## config.mk

```make
export PLATFORM = sky130hd
export DESIGN_NAME = fifo_track_tap
export DESIGN_NICKNAME = d
export VERILOG_FILES = /design/src/rtl/fifo_track_tap.sv
export SDC_FILE = /design/constraint.sdc
export NUM_CORES = 1
export LEC_CHECK = 0
export BUFFER_PORTS_ARGS = -buffer_cell sky130_fd_sc_hd__buf_4
export CAP_MARGIN = 40
export CELL_PAD_IN_SITES_DETAIL_PLACEMENT = 1
export CELL_PAD_IN_SITES_GLOBAL_PLACEMENT = 2
export CORE_ASPECT_RATIO = 0.75
export CORE_MARGIN = 2
export CORE_UTILIZATION = 44
export DETAILED_ROUTE_END_ITERATION = 8
export HOLD_SLACK_MARGIN = 0.1
export PLACE_DENSITY_LB_ADDON = 0.1
export SYNTH_ARGS = -nofsm -noshare
export SYNTH_HDL_FRONTEND = slang
export SYNTH_SLANG_ARGS = --single-unit
```

## constraint.sdc

```tcl
create_clock -name clk -period 8.6 [get_ports clk]
set_input_delay 0 -clock clk [delete_from_list [all_inputs] [get_ports clk]]
set_output_delay 0 -clock clk [all_outputs]
set_load 0.01 [all_outputs]
```

## src/rtl/fifo_track_tap.sv

```systemverilog
// Monitor tap: turns design-FIFO push/pop strobes into a serial insert/remove event stream.
// Optional label filter enabled by defining TRACK_TAP_FILTER_EN.
module fifo_track_tap #(
   parameter int unsigned DATAWIDTH  = 32,
   parameter int unsigned LABELWIDTH = 20,
   parameter int unsigned LABELLSB   = 0,
   parameter int unsigned QWIDTH     = 4
) (
   input  logic                  clk,
   input  logic                  reset,
   input  logic [DATAWIDTH-1:0]  mon_wr_data,
   input  logic                  mon_we,
   input  logic [DATAWIDTH-1:0]  mon_rd_data,
   input  logic                  mon_re,
`ifdef TRACK_TAP_FILTER_EN
   input  logic [LABELWIDTH-1:0] filter_mask,
   input  logic [LABELWIDTH-1:0] filter_value,
`endif
   output logic [LABELWIDTH-1:0] track_label,
   output logic                  track_mark,
   output logic                  track_fifo_we,
   input  logic                  track_fifo_full,
   input  logic                  clr_overflow,
   output logic                  overflow,
   output logic [15:0]           drop_count,
   output logic [QWIDTH:0]       level
);

   localparam int unsigned DEPTH = 1 << QWIDTH;
   localparam int unsigned EW    = LABELWIDTH + 1;
   localparam int unsigned PW    = QWIDTH + 1;

   logic [EW-1:0]         mem [DEPTH];
   logic [PW-1:0]         wr_ptr, rd_ptr;
   logic [PW-1:0]         used_c, free_c, wr_ptr_nxt_c, rd_ptr_nxt_c;
   logic [LABELWIDTH-1:0] wr_label_c, rd_label_c;
   logic                  wr_pass_c, rd_pass_c;
   logic                  push_ev_c, pop_ev_c;
   logic                  acc_push_c, acc_pop_c;
   logic [1:0]            n_acc_c, n_drop_c;
   logic [EW-1:0]         first_ev_c;
   logic                  out_pop_c;
   logic [QWIDTH-1:0]     wr_idx0_c, wr_idx1_c;
   logic [16:0]           drop_sum_c;

   assign wr_label_c = mon_wr_data[LABELLSB +: LABELWIDTH];
   assign rd_label_c = mon_rd_data[LABELLSB +: LABELWIDTH];

`ifdef TRACK_TAP_FILTER_EN
   assign wr_pass_c = (wr_label_c & filter_mask) == (filter_value & filter_mask);
   assign rd_pass_c = (rd_label_c & filter_mask) == (filter_value & filter_mask);
`else
   assign wr_pass_c = 1'b1;
   assign rd_pass_c = 1'b1;
`endif

   assign push_ev_c = mon_we & wr_pass_c;
   assign pop_ev_c  = mon_re & rd_pass_c;
   assign used_c    = wr_ptr - rd_ptr;
   assign free_c    = PW'(DEPTH) - used_c;

   // Admission in capture order (push before pop); free space ignores this edge's output pop.
   always_comb begin
      acc_push_c = 1'b0;
      acc_pop_c  = 1'b0;
      n_drop_c   = 2'd0;
      if (push_ev_c && pop_ev_c) begin
         if (free_c >= PW'(2)) begin
            acc_push_c = 1'b1;
            acc_pop_c  = 1'b1;
         end else if (free_c == PW'(1)) begin
            acc_push_c = 1'b1;
            n_drop_c   = 2'd1;
         end else begin
            n_drop_c   = 2'd2;
         end
      end else if (push_ev_c) begin
         if (free_c != '0) acc_push_c = 1'b1;
         else              n_drop_c   = 2'd1;
      end else if (pop_ev_c) begin
         if (free_c != '0) acc_pop_c  = 1'b1;
         else              n_drop_c   = 2'd1;
      end
   end

   assign n_acc_c      = 2'(acc_push_c) + 2'(acc_pop_c);
   assign first_ev_c   = acc_push_c ? {wr_label_c, 1'b1} : {rd_label_c, 1'b0};
   assign wr_idx0_c    = wr_ptr[QWIDTH-1:0];
   assign wr_idx1_c    = wr_ptr[QWIDTH-1:0] + QWIDTH'(1);
   assign out_pop_c    = (used_c != '0) && !track_fifo_full;
   assign wr_ptr_nxt_c = wr_ptr + PW'(n_acc_c);
   assign rd_ptr_nxt_c = rd_ptr + PW'(out_pop_c);
   assign drop_sum_c   = {1'b0, drop_count} + 17'(n_drop_c);

   // Event storage; contents are don't-care until written, so no reset.
   always_ff @(posedge clk) begin
      if (n_acc_c != 2'd0) mem[wr_idx0_c] <= first_ev_c;
      if (n_acc_c == 2'd2) mem[wr_idx1_c] <= {rd_label_c, 1'b0};
   end

   always_ff @(posedge clk) begin
      if (reset) begin
         wr_ptr        <= '0;
         rd_ptr        <= '0;
         level         <= '0;
         track_label   <= '0;
         track_mark    <= 1'b0;
         track_fifo_we <= 1'b0;
         overflow      <= 1'b0;
         drop_count    <= '0;
      end else begin
         wr_ptr        <= wr_ptr_nxt_c;
         rd_ptr        <= rd_ptr_nxt_c;
         level         <= wr_ptr_nxt_c - rd_ptr_nxt_c;
         track_fifo_we <= out_pop_c;
         if (out_pop_c) begin
            {track_label, track_mark} <= mem[rd_ptr[QWIDTH-1:0]];
         end
         // A drop on the clearing edge wins over the clear.
         if (clr_overflow) begin
            overflow   <= (n_drop_c != 2'd0);
            drop_count <= 16'(n_drop_c);
         end else if (n_drop_c != 2'd0) begin
            overflow   <= 1'b1;
            drop_count <= drop_sum_c[16] ? 16'hFFFF : drop_sum_c[15:0];
         end
      end
   end

endmodule

```

# ---- Word level (Yosys, flattened, before mapping)
# Memories as Yosys holds them, arrays and structs flattened. A register that Yosys moved wholly into a read port is not among the register bits.
# Index checks and enable logic that the tools add are counted.
# Widths: inputs -> output; s select.
dict set report word_totals {
  mem_count 1
  out_inout_bits 44
  ramBits 336
  input_bits 70
  elab_cells 53
  reg_bits 33
}
# name words word_bits read_ports rd_clocked_by_memory_dff wr line_no
set mem_list {}
lappend mem_list {mem 16 21 1 1 2 33} ;# logic [EW-1:0] mem [DEPTH];
dict set report op_classes {
  n_lt_le_gt_ge 1
  n_reduce_logical 9
  add_sub_neg 8
  n_eq_ne 2
  muxes 25
}
# operator n
set ops {}
lappend ops {{$mux 21} 1}
lappend ops {{$add 16x2->17} 1}
lappend ops {{$mux 1} 16}
lappend ops {{$mux 16} 1}
lappend ops {{$mux 2} 7}
lappend ops {{$reduce_bool 5->1} 2}
lappend ops {{$sub 5x5->5} 2}
lappend ops {{$reduce_bool 2->1} 3}
lappend ops {{$add 5x1->5} 1}
lappend ops {{$add 5x2->5} 1}
lappend ops {{$eq 5x1->1 const B} 1}
lappend ops {{$ge 5x2->1 const B} 1}
lappend ops {{$sub 5x5->5 const A} 1}
lappend ops {{$add 4x1->4 const B} 1}
lappend ops {{$add 1x1->2} 1}
lappend ops {{$eq 2x2->1 const B} 1}
lappend ops {{$logic_and 1x1->1} 2}
lappend ops {{$reduce_or 2->1} 1}
lappend ops {{$logic_not 1->1} 1}

# ---- Logic depth before layout (Yosys ltp)
dict set report depth {
  word_depth 11
  depth_mapped 25
  mapped_depth_nobuf 23
}

# ---- Worst setup path before layout
# Ideal clock, no wire load.
dict set report synth_timing {
  kind {register to register}
  startpoint {reg rd_ptr[1]}
  endpoint {mem mem[2][10] (netlist name) (data pin)}
  path_buffers 4
  arrival_time_ps 6196
  path_slack_ps 2272
  setup_time_ps 132
  synth_period_minus_slack_ps 6328
  t_required_ps 8468
  stages_incl_launch_ff 23
  path_cell_list {dfxtp_1 -> clkbuf_1 -> clkbuf_1 -> buf_1 -> inv_1 -> ha_1 -> nand2b_1 -> o2bb2ai_1 -> xor2_1 -> and3_1 -> ha_1 -> and2_1 -> nand2_1 -> o21ai_0 -> a31oi_1 -> o21ai_0 -> ha_1 -> or3b_2 -> a211oi_1 -> inv_1 -> o31ai_1 -> buf_2 -> a22o_1}
}
# item line_no
set synth_rtl {}
lappend synth_rtl {{start, declared} 34} ;# logic [PW-1:0] wr_ptr, rd_ptr;
lappend synth_rtl {{start signal, assigned} 113} ;# rd_ptr <= rd_ptr_nxt_c;
lappend synth_rtl {{end, declared} 33}

==> run_results.csv <==
group,metric,value,unit
setup_path,cp_max_fo,28,
setup_path,worst_path_most_repeated_cell,"ha_1",
yosys,syn_nets,1561,
sta,tightest_slew,943.9,ps
route,num_vias,14400,
outcome,status,"finished, final reports clean",
yosys,yosysSeqAreaShare,0.5585,
sta,hold-worst-slack,219.0,ps
setup_path,path_class,"reg -> reg",
yosys,synthFlopType,"edfxtp_1",
yosys,synthCells,1467,
global_route,antenna_found_initial,1,
sta,rsz0062_at_grt,"no",
yosys,yosys.area.top_type,"edfxtp_1",
die,io_pins,114,
yosys,yosys_warnings,0,
yosys,async_flop_share,0,
global_route,grt_use_total,0.3018,
yosys,synth_area_leaders,"edfxtp_1 (49%), mux4_2 (12%), dfxtp_1 (7.1%)",
yosys,avgSynthCellArea,13.44,um2
clocking,h-tree-depth,2,
clocking,clock_path_buffers,3,
global_route,grt_max_degree,54,
route,drtIter0Drc,1731,
setup_path,cp.required,9030,ps
layout,diodes,0,
placed_design,gpl.final_weighted_congestion,0.7829,
route,dr.pass1.iters,6,
setup_path,crit_path_cell_trace,"ha_1 -> fa_1 -> ha_1 -> and3_1 -> ha_1 -> nand2_1 -> mux2i_1 -> nand2_1 -> o21ai_1 -> inv_1 -> ha_1 -> nor2b_1 -> o2111a_1 -> a21boi_0 -> a31o_2 -> a22o_1 -> dlygate4sd3_1",
placed_design,dp_hpwl,42060,um
clocking,worstSkewPairLatency,560,ps
global_route,grt_pass1_vias,14690,
clocking,cts-root-buf,"clkbuf_16",
pwr,p_leak,7.490,nW
pwr,vdd_ir_drop_max,450.9,uV
placed_design,portBuffers,89,
sta,fin_crit,7178,ps
pwr,p_per_area,329.2,nW/um2
route,wl_per_cell,32.65,um
sta,fmax,139.3,MHz
setup_path,critPathArrivalTime,7600,ps
yosys,syn_area,19710,um2
clocking,cts_setup_buffers,0,
clocking,cts_tree,"done",
sta,tns,0,ps
route,postRouteAntennaNets,0,
die,initial_utilization,0.4437,
die,dieArea,46530,um2
global_route,gr-total-overflow,0,
sta,fin_crit_sh,0.8347,
clocking,path_clk_slew,60,ps
setup_path,endpoint_kind,"flip-flop",
yosys,synth_cell_types,62,
die,die_w,248.4,um
min_path,hold_class,"in -> reg",
die,die_h,187.3,um
yosys,ys_seq_elements,390,
sta,setup_violations,0,
yosys,synth_top_cells_by_count,"edfxtp_1 (320), a22o_1 (141), nand2_1 (127)",
sta,fin_skew,23.37,ps
layout,nFillCells,4343,
layout,drive_gt1_frac,0.2292,
sta,slew_violations,0,
layout,syn_to_final_growth,17.85,%
setup_path,cp_slowest_cell,"dfxtp_4",
route,viasPerCell,6.703,
setup_path,max_stage_delay,760,ps
run,cap_violations,0,
sta,finalHoldViolCount,0,
die,core_area,44430,um2
die,rows,67,
yosys,synth_most_common_cell,"edfxtp_1",
route,drcViolationCount,0,
sta,maxSlewHeadroom,0.3687,
clocking,cts_made_buffers,42,
route,routed_wl,70130,um
clocking,clock_sinks,390,
yosys,synth_edf_count,320,
global_route,grt_pass1_wl,103500,um
layout,layout.nets,1623,
yosys,yosysTopAreaCellShare,0.4874,
setup_path,start_kind,"flip-flop",
## layout make-up
type	count	area [um2]	area share
inverter	41	153.9	0.006624
timing repair buffer	214	1984	0.08542
sequential	390	11020	0.4743
tap	586	733.2	0.03156
multi-input combinational	840	8049	0.3465
clock buffer	64	1215	0.05229
clock inverter	13	78.83	0.003393
## worst paths after layout
check | from | to | slack [ps] | cells past startpoint
hold / removal | mon_re | wr_ptr[0] | 220 | 6
hold reg to reg | mem[3][0] | mem[3][0] | 460 | 1
setup reg to reg | rd_ptr[0] | mem[7][7] | 1420 | 17
setup / recovery | rd_ptr[0] | mem[7][7] | 1420 | 17
## sequential cells by signal, summed over array words and instances, names as in the netlist
register	cells
mem	336
track_label	20
drop_count	16
level	5
rd_ptr	5
wr_ptr	5
overflow	1
track_fifo_we	1
track_mark	1
## report_power, final
| group | switching, mW | total [mW] | internal [mW] |
|---|---|---|---|
| Sequential | 0.151 | 2.57 | 2.42 |
| Clock | 0.758 | 1.73 | 0.975 |
| Combinational | 2.11 | 3.34 | 1.24 |
## per-layer routing
metal / wire length (um) / track usage
met1: 29970 / 0.4373
met2: 32240 / 0.4724
met3: 6295 / 0.05469
met4: 1622 / 0.07393
met5: 0 / 0
## cells by family (layout without fill, tap and decap cells)
kind of cell / count (synthesis) / count (layout) / share of synthesized area
AOI/OAI and AO/OA: 458 / 458 / 0.1905
xor gates and xnor gates: 19 / 19 / 0.01104
adders and majority gates: 24 / 24 / 0.01676
buffers and inverters: 237 / 332 / 0.05001
DFF: 390 / 390 / 0.5585
muxes: 107 / 107 / 0.1210
and+or+nand+nor: 232 / 232 / 0.05217
## repair_timing
item,CTS,global route
endpoints found under the hold margin,357,0
hold buffers,65,0
gates resized for setup,0,0
## cell usage in the layout, fill, tap and decap left out, drive strengths merged, types with 5 or more instances in the layout
master,netlist,routed
a21oi,12,12
a22o,141,141
nand2b,7,7
a31oi,14,14
clkinv,2,15
or3,5,5
o21ai,18,18
a31o,5,5
a211oi,15,15
clkbuf,104,64
dfxtp,70,70
nor2b,8,8
dlygate4sd3,0,65
ha,20,20
edfxtp,320,320
a32o,120,120
a311oi,10,10
nor2,39,39
buf,92,149
inv,39,39
nand3,11,11
o211ai,6,6
nor3,11,11
xor2,8,8
mux4,105,105
xnor2,8,8
a21o,8,8
nand2,127,127
o22ai,87,87
## worst max-delay path: cells and delay by family (launching register included)
| kind | cells | cell delay, ps |
|---|---|---|
| compound gates | 5 | 2140 |
| flops | 1 | 760 |
| simple gates | 4 | 1530 |
| fa+ha+maj | 5 | 1810 |
| buf+inv | 2 | 680 |
| mux | 1 | 110 |
## per-stage QoR
step / utilization / power, mW / area, um2 / instances / setup WS [ps]
2_1_floorplan: - / 4.478 / 19710 / 1467 / 2272
3_3_place_gp: 0.4719 / 5.667 / 20970 / 1992 / 1921
3_5_place_dp: 0.4791 / 5.853 / 21290 / 2006 / 2026
4_1_cts: 0.5229 / 7.622 / 23230 / 2148 / 1539
5_1_grt: 0.5229 / 7.943 / 23230 / 2148 / 1077
6_report: 0.5229 / 7.648 / 23230 / 2148 / 1422
No activity file was read; power rests on OpenSTA's default activity.
